[config.mk]
export PLATFORM = sky130hd
export DESIGN_NAME = rgb_frame_reader
export DESIGN_NICKNAME = d
export VERILOG_FILES = /design/src/rtl/rgb_frame_pkg.sv /design/src/rtl/pix_skid_fifo.sv /design/src/rtl/rgb_frame_reader.sv
export SDC_FILE = /design/constraint.sdc
export NUM_CORES = 1
export LEC_CHECK = 0
export CAP_MARGIN = 20
export CORE_MARGIN = 4
export CORE_UTILIZATION = 56
export CTS_CLUSTER_SIZE = 40
export DETAILED_ROUTE_END_ITERATION = 6
export PLACE_DENSITY = 0.94
export RECOVER_POWER = 25
export SLEW_MARGIN = 20
export SYNTH_ARGS = -nofsm -noshare
export SYNTH_HDL_FRONTEND = slang
export SYNTH_HIERARCHICAL = 1
export SYNTH_SLANG_ARGS = --single-unit
[constraint.sdc]
create_clock -name clk -period 4.14 [get_ports clk]
set_clock_uncertainty 0.15 [all_clocks]
set_input_delay 0.621 -clock clk [delete_from_list [all_inputs] [get_ports clk]]
set_output_delay 0.621 -clock clk [all_outputs]
set_load 0.01 [all_outputs]
[src/rtl/rgb_frame_pkg.sv]
// ============================================================================
// Module : rgb_frame_pkg
// Shared constants, FSM encoding and FIFO entry layout for the RGB frame reader.
// Rev    : 1.0
// ============================================================================
`default_nettype none

package rgb_frame_pkg;

  localparam int unsigned H_ACTIVE_DEF = 1280;
  localparam int unsigned V_ACTIVE_DEF = 720;

  // FIFO entry: {sof, eol, eof, R, G, B}
  localparam int unsigned FIFO_W  = 27;
  localparam int unsigned FLD_SOF = 26;
  localparam int unsigned FLD_EOL = 25;
  localparam int unsigned FLD_EOF = 24;
  localparam int unsigned FLD_R   = 16;
  localparam int unsigned FLD_G   = 8;
  localparam int unsigned FLD_B   = 0;

  typedef enum logic [1:0] {
    ST_IDLE  = 2'd0,
    ST_FETCH = 2'd1,
    ST_DRAIN = 2'd2,
    ST_DONE  = 2'd3
  } frame_state_e;

  function automatic logic [FIFO_W-1:0] pack_entry(input logic sof, input logic eol,
                                                   input logic eof, input logic [23:0] rgb);
    return {sof, eol, eof, rgb};
  endfunction

endpackage

`default_nettype wire

[src/rtl/pix_skid_fifo.sv]
// ============================================================================
// Module : pix_skid_fifo
// Two-entry FIFO with simultaneous push/pop; entry 0 is always the head.
// Rev    : 1.0
// ============================================================================
`default_nettype none

module pix_skid_fifo
  import rgb_frame_pkg::*;
#(
  parameter int unsigned WIDTH = FIFO_W
) (
  input  logic             clk,
  input  logic             rst,
  input  logic             push_i,
  input  logic             pop_i,
  input  logic [WIDTH-1:0] wdata_i,
  output logic [WIDTH-1:0] head_o,
  output logic [1:0]       count_o
);

  logic [WIDTH-1:0] d0_q, d0_d;
  logic [WIDTH-1:0] d1_q, d1_d;
  logic [1:0]       count_q, count_d;
  logic             w_pop;
  logic             w_push;

  // Pops on empty and pushes on full-without-pop are dropped.
  assign w_pop  = pop_i && (count_q != 2'd0);
  assign w_push = push_i && ((count_q != 2'd2) || w_pop);

  always_comb begin
    d0_d    = d0_q;
    d1_d    = d1_q;
    count_d = count_q;
    case ({w_push, w_pop})
      2'b10: begin
        if (count_q == 2'd0) d0_d = wdata_i;
        else                 d1_d = wdata_i;
        count_d = count_q + 2'd1;
      end
      2'b01: begin
        d0_d    = d1_q;
        count_d = count_q - 2'd1;
      end
      2'b11: begin
        if (count_q == 2'd1) begin
          d0_d = wdata_i;
        end else begin
          d0_d = d1_q;
          d1_d = wdata_i;
        end
      end
      default: ;
    endcase
  end

  always_ff @(posedge clk or posedge rst) begin
    if (rst) begin
      d0_q    <= '0;
      d1_q    <= '0;
      count_q <= 2'd0;
    end else begin
      d0_q    <= d0_d;
      d1_q    <= d1_d;
      count_q <= count_d;
    end
  end

  assign head_o  = d0_q;
  assign count_o = count_q;

endmodule

`default_nettype wire

[src/rtl/rgb_frame_reader.sv]
// ============================================================================
// Module : rgb_frame_reader
// Walks a line-planar RGB frame in memory and streams pixels with frame flags.
// Rev    : 1.0
// ============================================================================
`default_nettype none

module rgb_frame_reader
  import rgb_frame_pkg::*;
#(
  parameter int unsigned H_ACTIVE = H_ACTIVE_DEF,
  parameter int unsigned V_ACTIVE = V_ACTIVE_DEF,
  parameter int unsigned ADDR_W   = 32
) (
  input  logic              clk,
  input  logic              rst,
  input  logic              start_i,
  input  logic [ADDR_W-1:0] base_addr_i,
  output logic [ADDR_W-1:0] mem_addr_o,
  output logic              mem_read_o,
  input  logic [23:0]       mem_q_i,
  output logic [7:0]        pix_r_o,
  output logic [7:0]        pix_g_o,
  output logic [7:0]        pix_b_o,
  output logic              pix_valid_o,
  input  logic              pix_ready_i,
  output logic              pix_sof_o,
  output logic              pix_eol_o,
  output logic              pix_eof_o,
  output logic              busy_o,
  output logic              frame_done_o
);

  localparam int unsigned XW = (H_ACTIVE > 1) ? $clog2(H_ACTIVE) : 1;
  localparam int unsigned YW = (V_ACTIVE > 1) ? $clog2(V_ACTIVE) : 1;
  localparam logic [ADDR_W-1:0] LINE_STRIDE = ADDR_W'(3 * H_ACTIVE);

  frame_state_e      state_q, state_d;
  logic [XW-1:0]     x_q, x_d;
  logic [YW-1:0]     y_q, y_d;
  logic [ADDR_W-1:0] line_base_q, line_base_d;
  logic [ADDR_W-1:0] base_q, base_d;

  logic [FIFO_W-1:0] w_head;
  logic [1:0]        w_count;
  logic              w_pop;
  logic              w_last_x;
  logic              w_last_y;
  logic [FIFO_W-1:0] w_entry;

  assign w_last_x = (x_q == XW'(H_ACTIVE - 1));
  assign w_last_y = (y_q == YW'(V_ACTIVE - 1));
  assign w_pop    = pix_valid_o && pix_ready_i;
  assign w_entry  = pack_entry((x_q == '0) && (y_q == '0), w_last_x, w_last_x && w_last_y, mem_q_i);

  always_comb begin
    state_d     = state_q;
    x_d         = x_q;
    y_d         = y_q;
    line_base_d = line_base_q;
    base_d      = base_q;
    mem_read_o  = 1'b0;
    case (state_q)
      ST_IDLE: begin
        if (start_i) begin
          state_d     = ST_FETCH;
          base_d      = base_addr_i;
          x_d         = '0;
          y_d         = '0;
          line_base_d = '0;
        end
      end
      ST_FETCH: begin
        // A slot frees up this cycle when the head is being accepted.
        mem_read_o = (w_count < 2'd2) || ((w_count == 2'd2) && w_pop);
        if (mem_read_o) begin
          if (w_last_x) begin
            x_d         = '0;
            line_base_d = line_base_q + LINE_STRIDE;
            if (w_last_y) begin
              y_d     = '0;
              state_d = ST_DRAIN;
            end else begin
              y_d = y_q + YW'(1);
            end
          end else begin
            x_d = x_q + XW'(1);
          end
        end
      end
      ST_DRAIN: begin
        // Leave as the final entry is accepted so frame_done follows immediately.
        if ((w_count == 2'd0) || ((w_count == 2'd1) && w_pop)) state_d = ST_DONE;
      end
      ST_DONE: state_d = ST_IDLE;
      default: state_d = ST_IDLE;
    endcase
  end

  always_ff @(posedge clk or posedge rst) begin
    if (rst) begin
      state_q     <= ST_IDLE;
      x_q         <= '0;
      y_q         <= '0;
      line_base_q <= '0;
      base_q      <= '0;
    end else begin
      state_q     <= state_d;
      x_q         <= x_d;
      y_q         <= y_d;
      line_base_q <= line_base_d;
      base_q      <= base_d;
    end
  end

  pix_skid_fifo #(
    .WIDTH(FIFO_W)
  ) u_fifo (
    .clk     (clk),
    .rst     (rst),
    .push_i  (mem_read_o),
    .pop_i   (w_pop),
    .wdata_i (w_entry),
    .head_o  (w_head),
    .count_o (w_count)
  );

  assign mem_addr_o   = base_q + line_base_q + ADDR_W'(x_q);
  assign pix_valid_o  = (w_count != 2'd0);
  assign pix_r_o      = w_head[FLD_R +: 8];
  assign pix_g_o      = w_head[FLD_G +: 8];
  assign pix_b_o      = w_head[FLD_B +: 8];
  assign pix_sof_o    = pix_valid_o && w_head[FLD_SOF];
  assign pix_eol_o    = pix_valid_o && w_head[FLD_EOL];
  assign pix_eof_o    = pix_valid_o && w_head[FLD_EOF];
  assign busy_o       = (state_q == ST_FETCH) || (state_q == ST_DRAIN);
  assign frame_done_o = (state_q == ST_DONE);

endmodule

`default_nettype wire

==> reports/qor.yml, run 1 <==
gp_congestion: 0.851
io_pins: 123
max_freq_mhz: 232
ys.flop_type: "dfrtp_1"
dp_hpwl_mm: 15.8
antenna_found_initial: 0
crit_chain: "fa_2 -> ha_4 -> a21o_1 -> a221o_1 -> a21oi_4 -> o21ai_2 -> a41oi_2 -> a21oi_2 -> buf_4 -> o311ai_4 -> buf_2"
numCtsBuffers: 17
die_x_um: 133
routed_wl_mm: 25.6
first_iter_violations: 775
first_pass_iters: 5
cp_max_fo: 2
synthTopCellsByArea: "dfrtp_1 39%, ha_1 10%, mux2_2 8.0%"
status: "finished, violations left"
synth-edff-count: 0
syn_area_um2: 8690
fillers: 972
vias: 7867
drc: 0
rsz0062_at_grt: "true"
cp.arrival_ns: 3.53
clock_latency_ns: 0.44
avgSynthCellArea_um2: 9.89
hp-class: "reg2reg"
cts_tree: "built"
grt_pass1_wl_mm: 39.9
r2r_slack_ns: 1.10
grt_pass1_vias: 7881
cts_hold_buf: 0
critical-path-max-stage-delay_ns: 0.65
cts_buffer_depth: 2
setup_ws_ns: -0.161
drive_gt1_share_pct: 21.8
startpoint_type: "flop"
peakVddDrop_v: 0.000479
yosys.area.top_type: "dfrtp_1"
async_flop_share_pct: 100
cap_violations: 0
synth.top_cell.area_share_pct: 38.9
hold_violations: 0
crit_required_ns: 3.37
cts_sinks: 135
diodes: 0
hold_path_startpoint: "u_fifo/d1_q[10]$_DFFE_PP0P_"
ff2ff_path_depth: 7
tightestPinTransition_ns: 1.33
min_path_cells: 1
regToRegStartpoint: "state_q[1]$_DFFE_PP0P_"
slew_viol_final: 0
syn2layout_area_growth_pct: 27.6
htree_levels: 4
period_share_pct: 104
initial_utilization_pct: 57.2
detail_route.vias_per_cell: 6.38
dpl_worst_slack_ns: -0.0534
overflow: 0
fin_nets: 1168
max_slew_margin_pct: 11.6
grt_max_degree: 34
wl_per_cell_um: 20.7
hold_path_end: "u_fifo/d1_q[10]$_DFFE_PP0P_"
path_class: "reg2out"
grtUsageTotal_pct: 28.2
period_needed_ns: 4.30
rr_endpoint: "u_fifo/head_o[13]$_DFFE_PP0P_"
dieArea_um2: 17600
cts_root_buf: "clkbuf_16"
synthTopCellsByCount: "135 x dfrtp_1, 71 x ha_1, 69 x o21ai_0"
core-area_um2: 15200
violations: "negative setup slack"
yosysWarnings: 6
crit_path_end_kind: "primary output"
ys_seq_elements: 135
synthCells: 879
slowest_stage: "fa_2"
yosysUniqueCellTypes: 75
finalSetupViolCount: 5
fp.dieH_um: 133
total_power_mw: 5.48
path_clk_slew_ns: 0.07
seq_area_frac_synth_pct: 38.9
num_rows: 45
p_leak_nw: 5.15
syn_nets: 1014
yosysMostFrequentCell: "dfrtp_1"
detail-route-antenna-nets: 0
io_buffer_count: 122
p_per_area_nw_per_um2: 494
area by class of cell:
class	instances	area [µm²]	share of cell area, %
tap	188	235	2.12
clock inverter	15	159	1.43
timing repair buffer	179	1610	14.5
inverter	26	98.8	0.891
clock buffer	17	425	3.83
sequential	135	3380	30.4
multi-input combinational	674	5190	46.8
repair_timing:
action,4_1_cts,5_1_grt
gates resized for setup,57,39
endpoints found under the setup margin,20,16
buffers inserted,14,5
pin swaps,17,22
gates cloned,0,0
critical path: cells and delay by family, from the launching register on:
kind,cells,cell delay [ns]
AOI/OAI and AO/OA,7,1.46
adders and majority gates,2,0.88
DFF,1,0.42
buffers and inverters,2,0.34
flip-flops by register name (all words and copies together), names as in the netlist:
signal and count:
y_q 10, u_fifo/d1_q 27, line_base_q 24, base_q 32, u_fifo/count_o 2, u_fifo/head_o 27, x_q 11, state_q 2
how the worst max path moves through the flow:
stage                                start        endpoint  slack, ns  cells after the start
3_3_place_gp            x_q[1]$_DFFE_PP0P_  mem_addr_o[29]       0.05                     11
5_1_grt        line_base_q[15]$_DFFE_PP0P_  mem_addr_o[29]      -0.31                     11
4_1_cts              base_q[8]$_DFFE_PP0P_  mem_addr_o[29]      -0.04                     12
6_report                x_q[8]$_DFFE_PP0P_  mem_addr_o[29]      -0.16                     11
3_5_place_dp           x_q[10]$_DFFE_PP0P_  mem_addr_o[31]      -0.05                     11
2_1_floorplan           x_q[8]$_DFFE_PP0P_  mem_addr_o[29]       0.64                      9
where the power goes:
part,internal (mW),leakage (nW),switching [mW]
logic,1.03,3.16,1.11
registers,1.64,1.71,0.195
clock network,0.849,0.277,0.669
layer usage:
metal | vias to the layer above | track usage [%] | wire length [µm]
met2 | 460 | 47.2 | 12400
met4 | 0 | 11.7 | 1050
met3 | 119 | 9.05 | 2500
li1 | 3511 | - | -
met1 | 3777 | 33.7 | 9690
met5 | - | 0 | 0
layout by cell type (no fill, tap or decap), types with 6 or more instances in the layout:
master	n
nand2_1	44
dfrtp_1	135
xnor2_1	24
nor2_1	57
ha_1	63
mux2_2	62
a21oi_1	32
inv_1	25
nor3_1	42
and3_1	8
nand2b_1	10
nand4_1	14
buf_2	6
a21oi_2	6
clkbuf_16	17
nand3_1	55
xor2_1	28
a31oi_1	11
dlygate4sd2_1	7
nor2b_1	10
inv_6	7
o21ai_0	66
a31oi_2	21
a21o_1	11
buf_4	53
clkdlybuf4s50_1	99
kinds of logic after synthesis:
| family | Yosys count | synth area share, % |
|---|---|---|
| muxes | 67 | 8.61 |
| DFF | 135 | 38.9 |
| xor gates and xnor gates | 52 | 5.24 |
| buffers and inverters | 70 | 3.70 |
| adders and majority gates | 75 | 11.1 |
| and+or+nand+nor | 285 | 16.8 |
| AOI/OAI and AO/OA | 195 | 15.6 |
stage by stage:
| step | util [%] | cell area, µm² | setup TNS, ns | hold slack [ns] | std cells |
|---|---|---|---|---|---|
| after global placement | 67.3 | 10200 | 0 | 0.336 | 1184 |
| after CTS | 72.6 | 11000 | -0.0352 | 0.357 | 1230 |
| after detailed placement | 67.3 | 10200 | -0.0699 | 0.342 | 1184 |
| after floorplan | - | 8690 | 0 | 0.316 | 879 |
| final | 73.0 | 11100 | -0.539 | 0.358 | 1234 |
| after global routing | 73.0 | 11100 | -1.17 | 0.372 | 1234 |
Note: power is estimated with default switching activity, not from simulation.
==> run 2: changes to the inputs <==
--- a/config.mk
+++ b/config.mk
@@ -7,10 +7,10 @@
 export LEC_CHECK = 0
 export CAP_MARGIN = 20
 export CORE_MARGIN = 4
-export CORE_UTILIZATION = 56
+export CORE_UTILIZATION = 60
 export CTS_CLUSTER_SIZE = 40
 export DETAILED_ROUTE_END_ITERATION = 6
-export PLACE_DENSITY = 0.94
+export PLACE_DENSITY = 0.95
 export RECOVER_POWER = 25
 export SLEW_MARGIN = 20
 export SYNTH_ARGS = -nofsm -noshare
==> constraint.sdc (replaced) <==
create_clock -name clk -period 5.5 [get_ports clk]
set_clock_uncertainty 0.15 [all_clocks]
set_input_delay 0.825 -clock clk [delete_from_list [all_inputs] [get_ports clk]]
set_output_delay 0.825 -clock clk [all_outputs]
set_load 0.01 [all_outputs]
==> reports/qor.yml, run 2 (synthesis gave the netlist of run 1 again) <==
routed_wl_mm: 23.2  # -9.5%
initial_utilization_pct: 61.9  # +4.7 points
switching_share_pct: 34.3  # -1.7 points
regToRegStartpoint: "state_q[1]$_DFFE_PP0P_"
cts_root_buf: "clkbuf_16"
slew_viol_final: 91  # +91
max_freq_mhz: 198
cap_violations: 2  # +2
clockPowerShare_pct: 28.9  # +1.2 points
wl_per_cell_um: 19.7  # -5.1%
grt_pass1_vias: 7549  # -4.2%
cts_hold_buf: 0  # unchanged
peakVddDrop_v: 0.000363  # -24%
r2r_slack_ns: 1.85  # +0.75 ns
wl_met1_mm: 9.12  # -5.8%
stdcell_count: 1177  # -4.6%
cts_tree: "built"
cts_sinks: 135  # unchanged
io_buffer_count: 122  # unchanged
period_needed_ns: 5.06
postCtsResizedCells: 0  # -100%
met3_wirelength_mm: 2.18  # -13%
crit_cells: 11  # unchanged
fin_nets: 1119  # -4.2%
path_class: "reg2out"
detail_route.vias_per_cell: 6.34  # -0.53%
cts_buffer_depth: 2  # unchanged
antenna_found_initial: 0  # unchanged
final_cell_mix: "135 x dfrtp_1, 120 x clkdlybuf4s50_1, 71 x ha_1, 69 x o21ai_0, 62 x mux2_2"
grtUsageTotal_pct: 28.4  # +0.22 points
max_slew_margin_pct: -99.6  # -110 points
crit_path_end_kind: "primary output"
ff2ff_path_depth: 6  # -1
diodes: 0  # unchanged
violations: "max-capacitance violations, max-slew violations"
placedCellCount: 1145  # -3.3%
setup.worst_path.end: "mem_addr_o[31]"
switching_power_mw: 1.43  # -28%
period_share_pct: 92.0
first_iter_violations: 642  # -17%
crit_start: "x_q[1]$_DFFE_PP0P_"
topRoutingLayerUsed: "met4"
finalSetupViolCount: 0  # -5
dp_hpwl_mm: 15.5  # -1.7%
holdWs_ns: 0.358  # +0.000301 ns
overflow: 0  # unchanged
status: "finished, violations left"
die_x_um: 128  # -3.2%
rsz0062_at_grt: "false"
grt_pass1_wl_mm: 37.6  # -5.8%
startpoint_type: "flop"
p_per_area_nw_per_um2: 393  # -21%
detail-route-antenna-nets: 0  # unchanged
seqPwrFrac_pct: 34.1  # +0.7 points
path_clk_slew_ns: 0.06  # about the same
clock_latency_ns: 0.42  # -0.02 ns
dieArea_um2: 16500  # -6.3%
post_cts.repair.setup_buffers: 0  # -14
hold_violations: 0  # unchanged
crit_chain: "ha_1 -> ha_1 -> fa_1 -> a21o_1 -> a31o_2 -> a21oi_2 -> o21ai_0 -> a21oi_1 -> o211ai_1 -> xnor2_1 -> clkdlybuf4s50_1"
hp-class: "reg2reg"
drive_gt1_share_pct: 13.7  # -8.1 points
p_leak_nw: 4.82  # -6.3%
gp_congestion: 0.925  # +8.7%
numCtsBuffers: 17  # unchanged
grt_max_degree: 57  # +68%
htree_levels: 4  # unchanged
dpl_worst_slack_ns: 1.03  # +1.08 ns
io_pins: 123  # unchanged
total_power_mw: 4.16  # -24%
largest_reg_flops: 32  # unchanged
met2_length_mm: 11.4  # -8.0%
rr_endpoint: "u_fifo/head_o[16]$_DFFE_PP0P_"
vias: 7464  # -5.1%
final_common_cell: "dfrtp_1"
cp_max_fo: 4  # +2
pwr-share-comb_pct: 37.0  # -1.9 points
syn2layout_area_growth_pct: 21.9
setup_ws_ns: 0.438  # +0.599 ns
crit_buf_inv: 1  # -1
core-area_um2: 14000  # -7.6%
critical_path.top_delay_family: "compound AO/OA/AOI/OAI gates"
path_common_cell: "ha_1"
first_pass_iters: 5  # unchanged
largest_register: "base_q"
drc: 0  # unchanged
slowest_stage: "clkdlybuf4s50_1"
crit_required_ns: 4.53  # +1.16 ns
setup_tns_ns: 0  # +0.539 ns
critical-path-max-stage-delay_ns: 0.55  # -0.10 ns
cp.arrival_ns: 4.09  # +0.56 ns
fp.dieH_um: 128  # -3.2%
tightestPinTransition_ns: 2.99  # +1.67 ns
power.internal_mw: 2.73  # -22%
num_rows: 43  # -4.4%
## run 2: worst reg2reg max path, stage by stage (launching register included)
cell      delay [ns]
dfrtp_1         0.41
inv_1           0.11
ha_1            0.63
a21boi_0        0.79
nand2_1         0.86
nand3_1         0.41
a31oi_2         0.14
## run 2: worst min-delay path by stage
stage	from	end	slack, ns	cells past startpoint
floorplan	y_q[7]$_DFFE_PP0P_	y_q[7]$_DFFE_PP0P_	0.32	1
global placement	u_fifo/d1_q[1]$_DFFE_PP0P_	u_fifo/d1_q[1]$_DFFE_PP0P_	0.34	1
detailed placement	u_fifo/d1_q[20]$_DFFE_PP0P_	u_fifo/d1_q[20]$_DFFE_PP0P_	0.34	1
CTS	u_fifo/d1_q[22]$_DFFE_PP0P_	u_fifo/d1_q[22]$_DFFE_PP0P_	0.36	1
global route	u_fifo/d1_q[6]$_DFFE_PP0P_	u_fifo/d1_q[6]$_DFFE_PP0P_	0.37	1
finish	u_fifo/d1_q[26]$_DFFE_PP0P_	u_fifo/d1_q[26]$_DFFE_PP0P_	0.36	1
## run 2: cell type report
cell class	instances	area, µm²
Clock buffer	20	447
Clock inverter	12	176
Fill cell	855	3440
Inverter	26	98.8
Multi-Input combinational cell	674	5000
Sequential cell	135	3380
Tap cell	180	225
Timing Repair Buffer	130	1270
## run 2: metal layers
layer | track usage (%) | vias to the layer above
met5 | 0 | -
met3 | 7.89 | 55
met1 | 35.3 | 3635
met4 | 9.68 | 0
li1 | - | 3404
met2 | 48.0 | 370
## run 2: power groups by stage
| stage | clock network, mW | registers (mW) | logic, mW |
|---|---|---|---|
| 3_3_place_gp | 0 | 1.40 | 1.46 |
| 6_report | 1.20 | 1.42 | 1.54 |
| 2_1_floorplan | 0 | 1.41 | 0.998 |
| 4_1_cts | 1.22 | 1.41 | 1.54 |
| 5_1_grt | 1.26 | 1.44 | 1.67 |
| 3_5_place_dp | 0 | 1.41 | 1.51 |
## run 2: metrics by stage
step,util [%],instance area [µm²]
floorplan,-,8690
global placement,71.1,9980
detailed placement,71.1,9980
CTS,75.5,10600
global route,75.5,10600
finish,75.5,10600
==> run 3: changes to the inputs <==
--- a/config.mk
+++ b/config.mk
@@ -5,8 +5,8 @@
 export SDC_FILE = /design/constraint.sdc
 export NUM_CORES = 1
 export LEC_CHECK = 0
+export ABC_AREA = 0
 export CAP_MARGIN = 20
-export CORE_MARGIN = 4
 export CORE_UTILIZATION = 60
 export CTS_CLUSTER_SIZE = 40
 export DETAILED_ROUTE_END_ITERATION = 6
==> reports/qor.yml, run 3 (synthesis gave the netlist of run 1 again) <==
first_iter_violations: 573  # -11%
gp_congestion: 0.937  # +1.3%
max_slew_margin_pct: -101  # -1.4 points
period_needed_ns: 5.00  # -0.0636 ns
cp.arrival_ns: 4.02  # -0.07 ns
detail-route-antenna-nets: 0  # unchanged
fin_area_um2: 10600  # about the same
postCtsResizedCells: 0  # unchanged
largest_register: "base_q"
drc: 0  # unchanged
cts_root_buf: "clkbuf_16"
numCtsBuffers: 17  # unchanged
vias: 7463  # -0.013%
rsz0062_at_grt: "false"
cts_buffer_depth: 2  # unchanged
path_clk_slew_ns: 0.06  # about the same
p_per_area_nw_per_um2: 393  # about the same
post_cts.repair.setup_buffers: 0  # unchanged
hold_violations: 0  # unchanged
path_class: "reg2out"
cts_tree: "built"
slew_viol_final: 113  # +24%
cap_violations: 2  # unchanged
io_pins: 123  # unchanged
clock_latency_ns: 0.43  # about the same
final_cell_mix: "135 x dfrtp_1, 121 x clkdlybuf4s50_1, 71 x ha_1, 69 x o21ai_0, 62 x mux2_2"
wl_per_cell_um: 19.2  # -2.5%
crit_path_end_kind: "primary output"
first_pass_iters: 6  # +1
initial_utilization_pct: 62.1  # +0.24 points
max_freq_mhz: 200  # +1.3%
io_buffer_count: 122  # unchanged
final_common_cell: "dfrtp_1"
stdcell_count: 1177  # unchanged
cts_hold_buf: 0  # unchanged
grt_pass1_vias: 7387  # -2.1%
violations: "max-capacitance violations, max-slew violations"
num_rows: 43  # unchanged
overflow: 0  # unchanged
holdWs_ns: 0.359  # +0.00146 ns
placed_cell_area_um2: 9980  # unchanged
status: "finished, violations left"
finalSetupViolCount: 0  # unchanged
detail_route.vias_per_cell: 6.34  # about the same
fillers: 867  # +1.4%
setup_tns_ns: 0  # unchanged
period_share_pct: 90.9  # -1.2 points
dieArea_um2: 15000  # -9.1%
drive_gt1_share_pct: 13.9  # +0.20 points
grt_max_degree: 57  # unchanged
grtUsageTotal_pct: 31.5  # +3.1 points
htree_levels: 4  # unchanged
antenna_found_initial: 0  # unchanged
hp-class: "reg2reg"
tightestPinTransition_ns: 3.01  # +0.0203 ns
fp.dieH_um: 122  # -4.7%
crit_required_ns: 4.53  # about the same
cts_sinks: 135  # unchanged
grt_pass1_wl_mm: 36.4  # -3.3%
routed_wl_mm: 22.6  # -2.5%
core-area_um2: 14000  # -0.38%
dp_hpwl_mm: 14.9  # -3.8%
crit_chain: "fa_1 -> ha_1 -> a21o_1 -> a221o_1 -> a21oi_2 -> o21ai_0 -> a21oi_1 -> o211ai_1 -> xnor2_1 -> clkdlybuf4s50_1"
cp_max_fo: 6  # +2
placedCellCount: 1145  # unchanged
startpoint_type: "flop"
slowest_stage: "clkdlybuf4s50_1"
fin_nets: 1119  # unchanged
peakVddDrop_v: 0.000358  # -1.5%
syn2layout_area_growth_pct: 22.0  # about the same
diodes: 0  # unchanged
critical-path-max-stage-delay_ns: 0.55  # about the same
p_leak_nw: 4.82  # about the same
die_x_um: 122  # -4.7%
largest_reg_flops: 32  # unchanged
[run 3: area by class of cell]
class / instances / area, µm² / area share, %
multi-input cells: 674 / 5000 / 47.1
flip-flops and latches: 135 / 3380 / 31.8
repair buffers: 130 / 1280 / 12.0
clock buffers: 18 / 429 / 4.05
well taps: 180 / 225 / 2.12
clock inverters: 14 / 198 / 1.86
inverters: 26 / 98.8 / 0.932
[run 3: final timing paths]
| path | start | end | slack [ns] | depth (start not counted) |
|---|---|---|---|---|
| worst max-delay path | x_q[8]$_DFFE_PP0P_ | mem_addr_o[31] | 0.50 | 10 |
| worst min-delay path | base_q[28]$_DFFE_PP0P_ | base_q[28]$_DFFE_PP0P_ | 0.36 | 1 |
| worst max register to register | state_q[1]$_DFFE_PP0P_ | u_fifo/d1_q[17]$_DFFE_PP0P_ | 1.93 | 6 |
| worst min register to register | base_q[28]$_DFFE_PP0P_ | base_q[28]$_DFFE_PP0P_ | 0.36 | 1 |
| max in group asynchronous | rst | u_fifo/count_o[1]$_DFFE_PP0P_ | 1.62 | 3 |
| min in group asynchronous | rst | base_q[30]$_DFFE_PP0P_ | 1.40 | 2 |
[run 3: per-layer routing]
layer  share of wire, %  global-route usage (%)  vias up
li1                   -                       -     3422
met1                 40                    38.1     3569
met2                 48                    52.3      397
met3                9.3                    10.2       75
met4                2.3                    11.9        0
met5                  0                       0        -
[run 3: worst max-delay path: cells and delay by family, from the launching register on]
family | cells | cell delay, ns
compound gates | 6 | 1.51
xor+xnor | 1 | 0.20
fa+ha+maj | 2 | 0.89
buf+inv | 1 | 0.55
flops | 1 | 0.45
[run 3: stage by stage]
step / power, mW / utilization, % / setup slack, ns
final: 4.17 / 75.8 / 0.502
after global routing: 4.37 / 75.8 / 0.358
after CTS: 4.17 / 75.9 / 0.557
after detailed placement: 2.93 / 71.4 / 1.04
after global placement: 2.85 / 71.4 / 1.09
after floorplan: 2.41 / - / 1.80
[run 3: report_power, final]
part | leakage [nW] | internal [mW] | switching (mW)
clock | 0.295 | 0.763 | 0.460
combinational | 2.81 | 0.733 | 0.805
sequential | 1.71 | 1.23 | 0.174
